==> config.mk <==
export PLATFORM = sky130hd
export DESIGN_NAME = apb_gpio_arbiter
export DESIGN_NICKNAME = d
export VERILOG_FILES = /design/src/rtl/apb_ctrl_pkg.sv /design/src/rtl/rr_arbiter.sv /design/src/rtl/apb_gpio_arbiter.sv
export SDC_FILE = /design/constraint.sdc
export NUM_CORES = 1
export LEC_CHECK = 0
export CAP_MARGIN = 15
export CORE_MARGIN = 8
export CORE_UTILIZATION = 42
export DETAILED_ROUTE_END_ITERATION = 16
export GPL_ROUTABILITY_DRIVEN = 0
export PLACE_DENSITY = 0.92
export SYNTH_ARGS = -nofsm -noshare
export SYNTH_HDL_FRONTEND = slang
export SYNTH_SLANG_ARGS = --single-unit
==> constraint.sdc <==
create_clock -name PCLK -period 3.65 [get_ports PCLK]
set_input_delay 1.095 -clock PCLK [delete_from_list [all_inputs] [get_ports PCLK]]
set_output_delay 1.095 -clock PCLK [all_outputs]
set_load 0.005 [all_outputs]
==> src/rtl/apb_ctrl_pkg.sv <==
// Shared types and constants for the APB GPIO master/arbiter.
package apb_ctrl_pkg;

    typedef enum logic [1:0] {
        IDLE   = 2'd0,
        SETUP  = 2'd1,
        ACCESS = 2'd2
    } apb_state_t;

    // GPIO block register offsets
    localparam logic [3:0] GPIO_MODER = 4'h0;
    localparam logic [3:0] GPIO_IDR   = 4'h4;
    localparam logic [3:0] GPIO_ODR   = 4'h8;

    // Next round-robin start position after idx, wrapping at n
    function automatic int rr_next(input int idx, input int n);
        return (idx + 1 >= n) ? 0 : idx + 1;
    endfunction

endpackage

==> src/rtl/rr_arbiter.sv <==
// Round-robin arbiter: one-hot grant from a request vector; the rotating
// pointer moves to (winner + 1) only when the caller strobes adv_i.
module rr_arbiter
    import apb_ctrl_pkg::*;
#(
    parameter int NREQ = 2
) (
    input  logic            clk,
    input  logic            rst_n,
    input  logic [NREQ-1:0] req_i,
    input  logic            adv_i,
    output logic [NREQ-1:0] gnt_o
);

    localparam int PW = (NREQ > 1) ? $clog2(NREQ) : 1;

    logic [PW-1:0] ptr_q, ptr_d;
    logic [PW-1:0] win_idx;
    logic [PW-1:0] scan_idx;
    logic          found;
    int            j;

    // Scan requesters starting at the pointer; first one found wins
    always_comb begin
        gnt_o    = '0;
        found    = 1'b0;
        win_idx  = '0;
        scan_idx = '0;
        j        = 0;
        for (int i = 0; i < NREQ; i++) begin
            j = int'(ptr_q) + i;
            if (j >= NREQ) j = j - NREQ;
            scan_idx = PW'(j);
            if (!found && req_i[scan_idx]) begin
                found          = 1'b1;
                gnt_o[scan_idx] = 1'b1;
                win_idx        = scan_idx;
            end
        end
        ptr_d = ptr_q;
        if (adv_i && found) ptr_d = PW'(rr_next(int'(win_idx), NREQ));
    end

    // Pointer register; requester 0 has priority out of reset
    always_ff @(posedge clk or negedge rst_n) begin
        if (!rst_n) ptr_q <= '0;
        else        ptr_q <= ptr_d;
    end

endmodule

==> src/rtl/apb_gpio_arbiter.sv <==
// APB master sharing one GPIO slave between NREQ requesters. Round-robin
// grant in IDLE, SETUP/ACCESS sequencing, per-owner completion pulse and a
// timeout that completes with an error if the slave never asserts PREADY.
module apb_gpio_arbiter
    import apb_ctrl_pkg::*;
#(
    parameter int NREQ    = 2,
    parameter int AW      = 4,
    parameter int DW      = 32,
    parameter int TIMEOUT = 16
) (
    input  logic               PCLK,
    input  logic               PRESETn,
    input  logic [NREQ-1:0]    req_i,
    input  logic [NREQ*AW-1:0] addr_i,
    input  logic [NREQ-1:0]    write_i,
    input  logic [NREQ*DW-1:0] wdata_i,
    output logic [NREQ-1:0]    gnt_o,
    output logic [NREQ-1:0]    done_o,
    output logic [DW-1:0]      rdata_o,
    output logic               err_o,
    output logic [AW-1:0]      PADDR,
    output logic [DW-1:0]      PWDATA,
    output logic               PWRITE,
    output logic               PSEL,
    output logic               PENABLE,
    input  logic [DW-1:0]      PRDATA,
    input  logic               PREADY
);

    localparam int CW = $clog2(TIMEOUT + 1);

    apb_state_t      state_q, state_d;
    logic [CW-1:0]   cnt_q, cnt_d;
    logic [NREQ-1:0] owner_q, owner_d;
    logic [NREQ-1:0] done_q, done_d;
    logic            err_q, err_d;
    logic [DW-1:0]   rdata_q, rdata_d;
    logic [AW-1:0]   paddr_q, paddr_d;
    logic [DW-1:0]   pwdata_q, pwdata_d;
    logic            pwrite_q, pwrite_d;
    logic [NREQ-1:0] arb_gnt;
    logic            adv;

    rr_arbiter #(.NREQ(NREQ)) u_arb (
        .clk   (PCLK),
        .rst_n (PRESETn),
        .req_i (req_i),
        .adv_i (adv),
        .gnt_o (arb_gnt)
    );

    // Next-state, request capture, timeout counting and completion
    always_comb begin
        state_d  = state_q;
        cnt_d    = cnt_q;
        owner_d  = owner_q;
        done_d   = '0;
        err_d    = err_q;
        rdata_d  = rdata_q;
        paddr_d  = paddr_q;
        pwdata_d = pwdata_q;
        pwrite_d = pwrite_q;
        adv      = 1'b0;
        case (state_q)
            IDLE: begin
                // The completion cycle is itself IDLE; granting there would
                // overlap gnt_o with done_o, so wait one more cycle.
                if (!(|done_q) && (|req_i)) begin
                    adv     = 1'b1;
                    owner_d = arb_gnt;
                    for (int i = 0; i < NREQ; i++) begin
                        if (arb_gnt[i]) begin
                            paddr_d  = addr_i[i*AW +: AW];
                            pwdata_d = wdata_i[i*DW +: DW];
                            pwrite_d = write_i[i];
                        end
                    end
                    state_d = SETUP;
                end
            end
            SETUP: begin
                cnt_d   = '0;
                state_d = ACCESS;
            end
            ACCESS: begin
                if (PREADY) begin
                    done_d  = owner_q;
                    err_d   = 1'b0;
                    if (!pwrite_q) rdata_d = PRDATA;
                    state_d = IDLE;
                end else if (cnt_q == CW'(TIMEOUT - 1)) begin
                    done_d  = owner_q;
                    err_d   = 1'b1;
                    rdata_d = '0;
                    state_d = IDLE;
                end else begin
                    cnt_d = cnt_q + CW'(1);
                end
            end
            default: state_d = IDLE;
        endcase
    end

    // State and APB/result registers; reset aborts any transfer in flight
    always_ff @(posedge PCLK or negedge PRESETn) begin
        if (!PRESETn) begin
            state_q  <= IDLE;
            cnt_q    <= '0;
            owner_q  <= '0;
            done_q   <= '0;
            err_q    <= 1'b0;
            rdata_q  <= '0;
            paddr_q  <= '0;
            pwdata_q <= '0;
            pwrite_q <= 1'b0;
        end else begin
            state_q  <= state_d;
            cnt_q    <= cnt_d;
            owner_q  <= owner_d;
            done_q   <= done_d;
            err_q    <= err_d;
            rdata_q  <= rdata_d;
            paddr_q  <= paddr_d;
            pwdata_q <= pwdata_d;
            pwrite_q <= pwrite_d;
        end
    end

    assign gnt_o   = adv ? arb_gnt : '0;
    assign done_o  = done_q;
    assign err_o   = err_q;
    assign rdata_o = rdata_q;
    assign PADDR   = paddr_q;
    assign PWDATA  = pwdata_q;
    assign PWRITE  = pwrite_q;
    assign PSEL    = (state_q == SETUP) || (state_q == ACCESS);
    assign PENABLE = (state_q == ACCESS);

endmodule
==> results.py <==
metrics = {
    "run_status": {
        "status": "complete, no violations",
    },
    "global_routing": {
        "number_of_global_route_vias_before_repair": 3219,
        "initial_antenna_violation_count": 0,
        "first_pass_grt_wire_length_mm": 16.4,
        "grt_max_degree": 83,
        "globalRouteTotalUtil_pct": 17.9,
        "globalRouteOverflowTotal": 0,
    },
    "sta": {
        "timing.max_slew.rel_slack_pct": 32.1,
        "final_hold_vio_count": 0,
        "slew_viol_final": 0,
        "setup_slack_ns": 0.221,
        "fin_crit_ns": 3.43,
        "worstMarginPinSlew_ns": 1.02,
        "finalSetupViolCount": 0,
        "max_clock_freq_mhz": 292,
        "timing.final.crit_share_pct": 94.0,
        "hold_slack_ns": 0.481,
        "skew_ns": 0.0171,
        "rsz_0062_raised_after_global_routing": "false",
    },
    "route": {
        "via_count": 3018,
        "route.antenna.remaining_nets": 0,
        "wire_per_inst_um": 17.5,
        "avgViaCountPerCell": 5.06,
        "detail_route.wirelength_mm": 10.4,
        "drt-initial-drc-count": 168,
        "first_pass_drt_iterations": 4,
        "route.detailed.drc": 0,
    },
    "yosys": {
        "synth_top_family_by_area": "compound AO/OA/AOI/OAI gates",
        "synth-simple-area-share_pct": 6.75,
        "ys_seq_area_share_pct": 58.9,
        "ys_seq_elements": 82,
        "netlist.area_leader.share_pct": 58.9,
        "synth-xor-area-share_pct": 0,
        "mappedNetlistArea_um2": 3480,
        "postSynthNetCount": 415,
        "avgSynthCellArea_um2": 11.7,
        "synth_compound_gate_area_share_pct": 16.8,
        "synthesis.yosys.warnings": 0,
        "synth_top_cells_by_area": "dfrtp_1 59%, mux2i_1 11%, a22o_1 8.5%",
        "synth.area.mux_share_pct": 11.6,
        "post_synth_fa_ha_maj_area_fraction_pct": 2.15,
        "synth.distinct_cells": 26,
        "postSynthCellCount": 298,
        "netlist.top_cell.by_area": "dfrtp_1",
    },
    "clock_tree": {
        "insertion_delay_ns": 0.35,
        "clk_pin_slew_worst_paths_ns": 0.09,
        "h-tree-depth": 3,
        "cts_made_buffers": 9,
        "cts_post_setup_buffers_inserted": 0,
        "tritoncts": "yes",
        "tritoncts_num_sinks": 82,
        "clk_root_buffer_cell": "clkbuf_8",
        "ctsLongestPathBuffers": 2,
    },
    "pwr": {
        "seqPwrFrac_pct": 38.2,
        "power_switching_share_pct": 32.0,
        "p_leak_nw": 2.58,
        "p_switching_mw": 1.28,
        "power_density_nw_per_um2": 708,
        "clockPowerShare_pct": 16.5,
        "post-layout-total-power_mw": 4.01,
        "power.share.combinational_pct": 45.3,
        "irDropWorstVdd_uv": 367,
        "p_int_mw": 2.72,
    },
    "die": {
        "fp.dieArea_um2": 11500,
        "floorplan.io_pins": 187,
        "core_region_area_um2": 8130,
        "die_h_um": 107,
        "fp.dieW_um": 107,
        "placement_rows": 33,
        "initial_core_util_pct": 42.8,
    },
    "min_path": {
        "hold_path.class": "register to register",
    },
    "cells_and_area": {
        "area_delta_synth_final_pct": 62.4,
        "final_area_um2": 5660,
        "mostFrequentLayoutCell": "clkdlybuf4s50_1",
        "diodes": 0,
        "num-nets-final": 603,
        "most-common-layout-cells": "182 x clkdlybuf4s50_1, 82 x dfrtp_1, 43 x nand2_1",
        "multi_input_area_um2": 1320,
        "final-instance-count-excl-fill": 596,
        "layout-drive-gt1-share_pct": 7.13,
        "area.sequential_um2": 2050,
        "n_fill_cell": 590,
    },
    "worst_setup_path": {
        "crit_chain": "clkdlybuf4s50_1, buf_4, o211ai_4, nor3b_2, dlygate4sd2_1",
        "critical_path_peak_fanout": 4,
        "crit_family": "buffers and inverters",
        "setup.worst_path.end_class": "output pin",
        "critPathKind": "primary input to output pin",
        "critical_path_arrival_ns": 2.33,
        "cp_slowest_cell": "clkdlybuf4s50_1",
        "timing.critical_path.from_type": "primary input",
        "worst-path-buf-inv": 3,
        "cp_data_required_time_ns": 2.55,
        "cpPeakStageDelay_ns": 0.53,
    },
    "placed_design": {
        "place.port_buffers": 186,
        "place_worst_setup_slack_ns": -0.0587,
        "hpwl_mm": 8.23,
        "place_inst": 580,
        "place_area_um2": 5460,
    },
    "run": {
        "max_cap_violations": 0,
    },
}
[through the flow]
stage	TNS (ns)	utilization, %
2_1_floorplan	0	-
3_3_place_gp	-0.0983	67.2
3_5_place_dp	-0.0969	67.2
4_1_cts	0	69.6
5_1_grt	0	69.6
6_report	0	69.6
[sequential cells by signal (all words and copies together) (netlist names), named ones only]
name,cells
done_o,2
PWRITE,1
rdata_o,32
owner_q,2
err_o,1
cnt_q,5
PWDATA,32
state_q,2
PADDR,4
[path summary, 6_finish.rpt]
kind,cells after the start,start,slack [ns],endpoint
setup / recovery,5,req_i[0],0.22,gnt_o[0]
hold / removal,1,owner_q[1],0.48,owner_q[1]
setup reg to reg,6,cnt_q[0],1.66,state_q[1]
hold reg to reg,1,owner_q[1],0.48,owner_q[1]
max in group asynchronous,1,PRESETn,2.07,rdata_o[1]
min in group asynchronous,1,PRESETn,0.91,PADDR[0]
[final cells by class]
class | count | share of cell area (%)
Sequential cell | 82 | 36.3
Clock buffer | 9 | 2.19
Clock inverter | 7 | 1.30
Timing Repair Buffer | 196 | 34.1
Multi-Input combinational cell | 189 | 23.3
Inverter | 8 | 0.531
Tap cell | 105 | 2.32
[logic make-up after synthesis]
| kind of cell | count (synthesis) |
|---|---|
| adders and majority gates | 6 |
| AOI/OAI and AO/OA | 87 |
| muxes | 40 |
| and+or+nand+nor | 56 |
| buffers and inverters | 27 |
| DFF | 82 |
[what timing repair did]
action,CTS,global route
gates resized for setup,3,0
setup endpoints to repair,2,0
hold buffers,0,0
[power groups by stage]
stage               combinational, mW  clock (mW)  sequential [mW]
floorplan                       0.706           0             1.55
global placement                 1.79           0             1.52
detailed placement               1.85           0             1.55
CTS                              1.85       0.678             1.53
global route                     1.98       0.710             1.58
finish                           1.81       0.660             1.53
[synth_stat cells]
master and number:
o211ai_2 1, inv_2 1, nand2_1 43, buf_4 2
or3_1 1, buf_6 2, dfrtp_1 82, inv_1 7
and3_1 3, o21ai_0 34, mux2_2 2, nand3_1 1
o21ai_1 9, a21o_1 3, a21oi_1 4, buf_2 9
nor3b_2 1, o21ai_2 1, nand4_1 1, or2_2 1
mux2i_1 38, a21boi_0 1, a22o_1 34, clkbuf_1 6
nor2_1 5, ha_1 6
[metal layers]
| metal | part of all wire (%) | global-route usage [%] | wire (µm) |
|---|---|---|---|
| met1 | 37 | 18.8 | 3810 |
| met2 | 52 | 31.6 | 5470 |
| met3 | 9.7 | 7.56 | 1010 |
| met4 | 1.3 | 5.43 | 134 |
| met5 | 0 | 0 | 0 |
No activity file was read; power rests on OpenSTA's default activity.
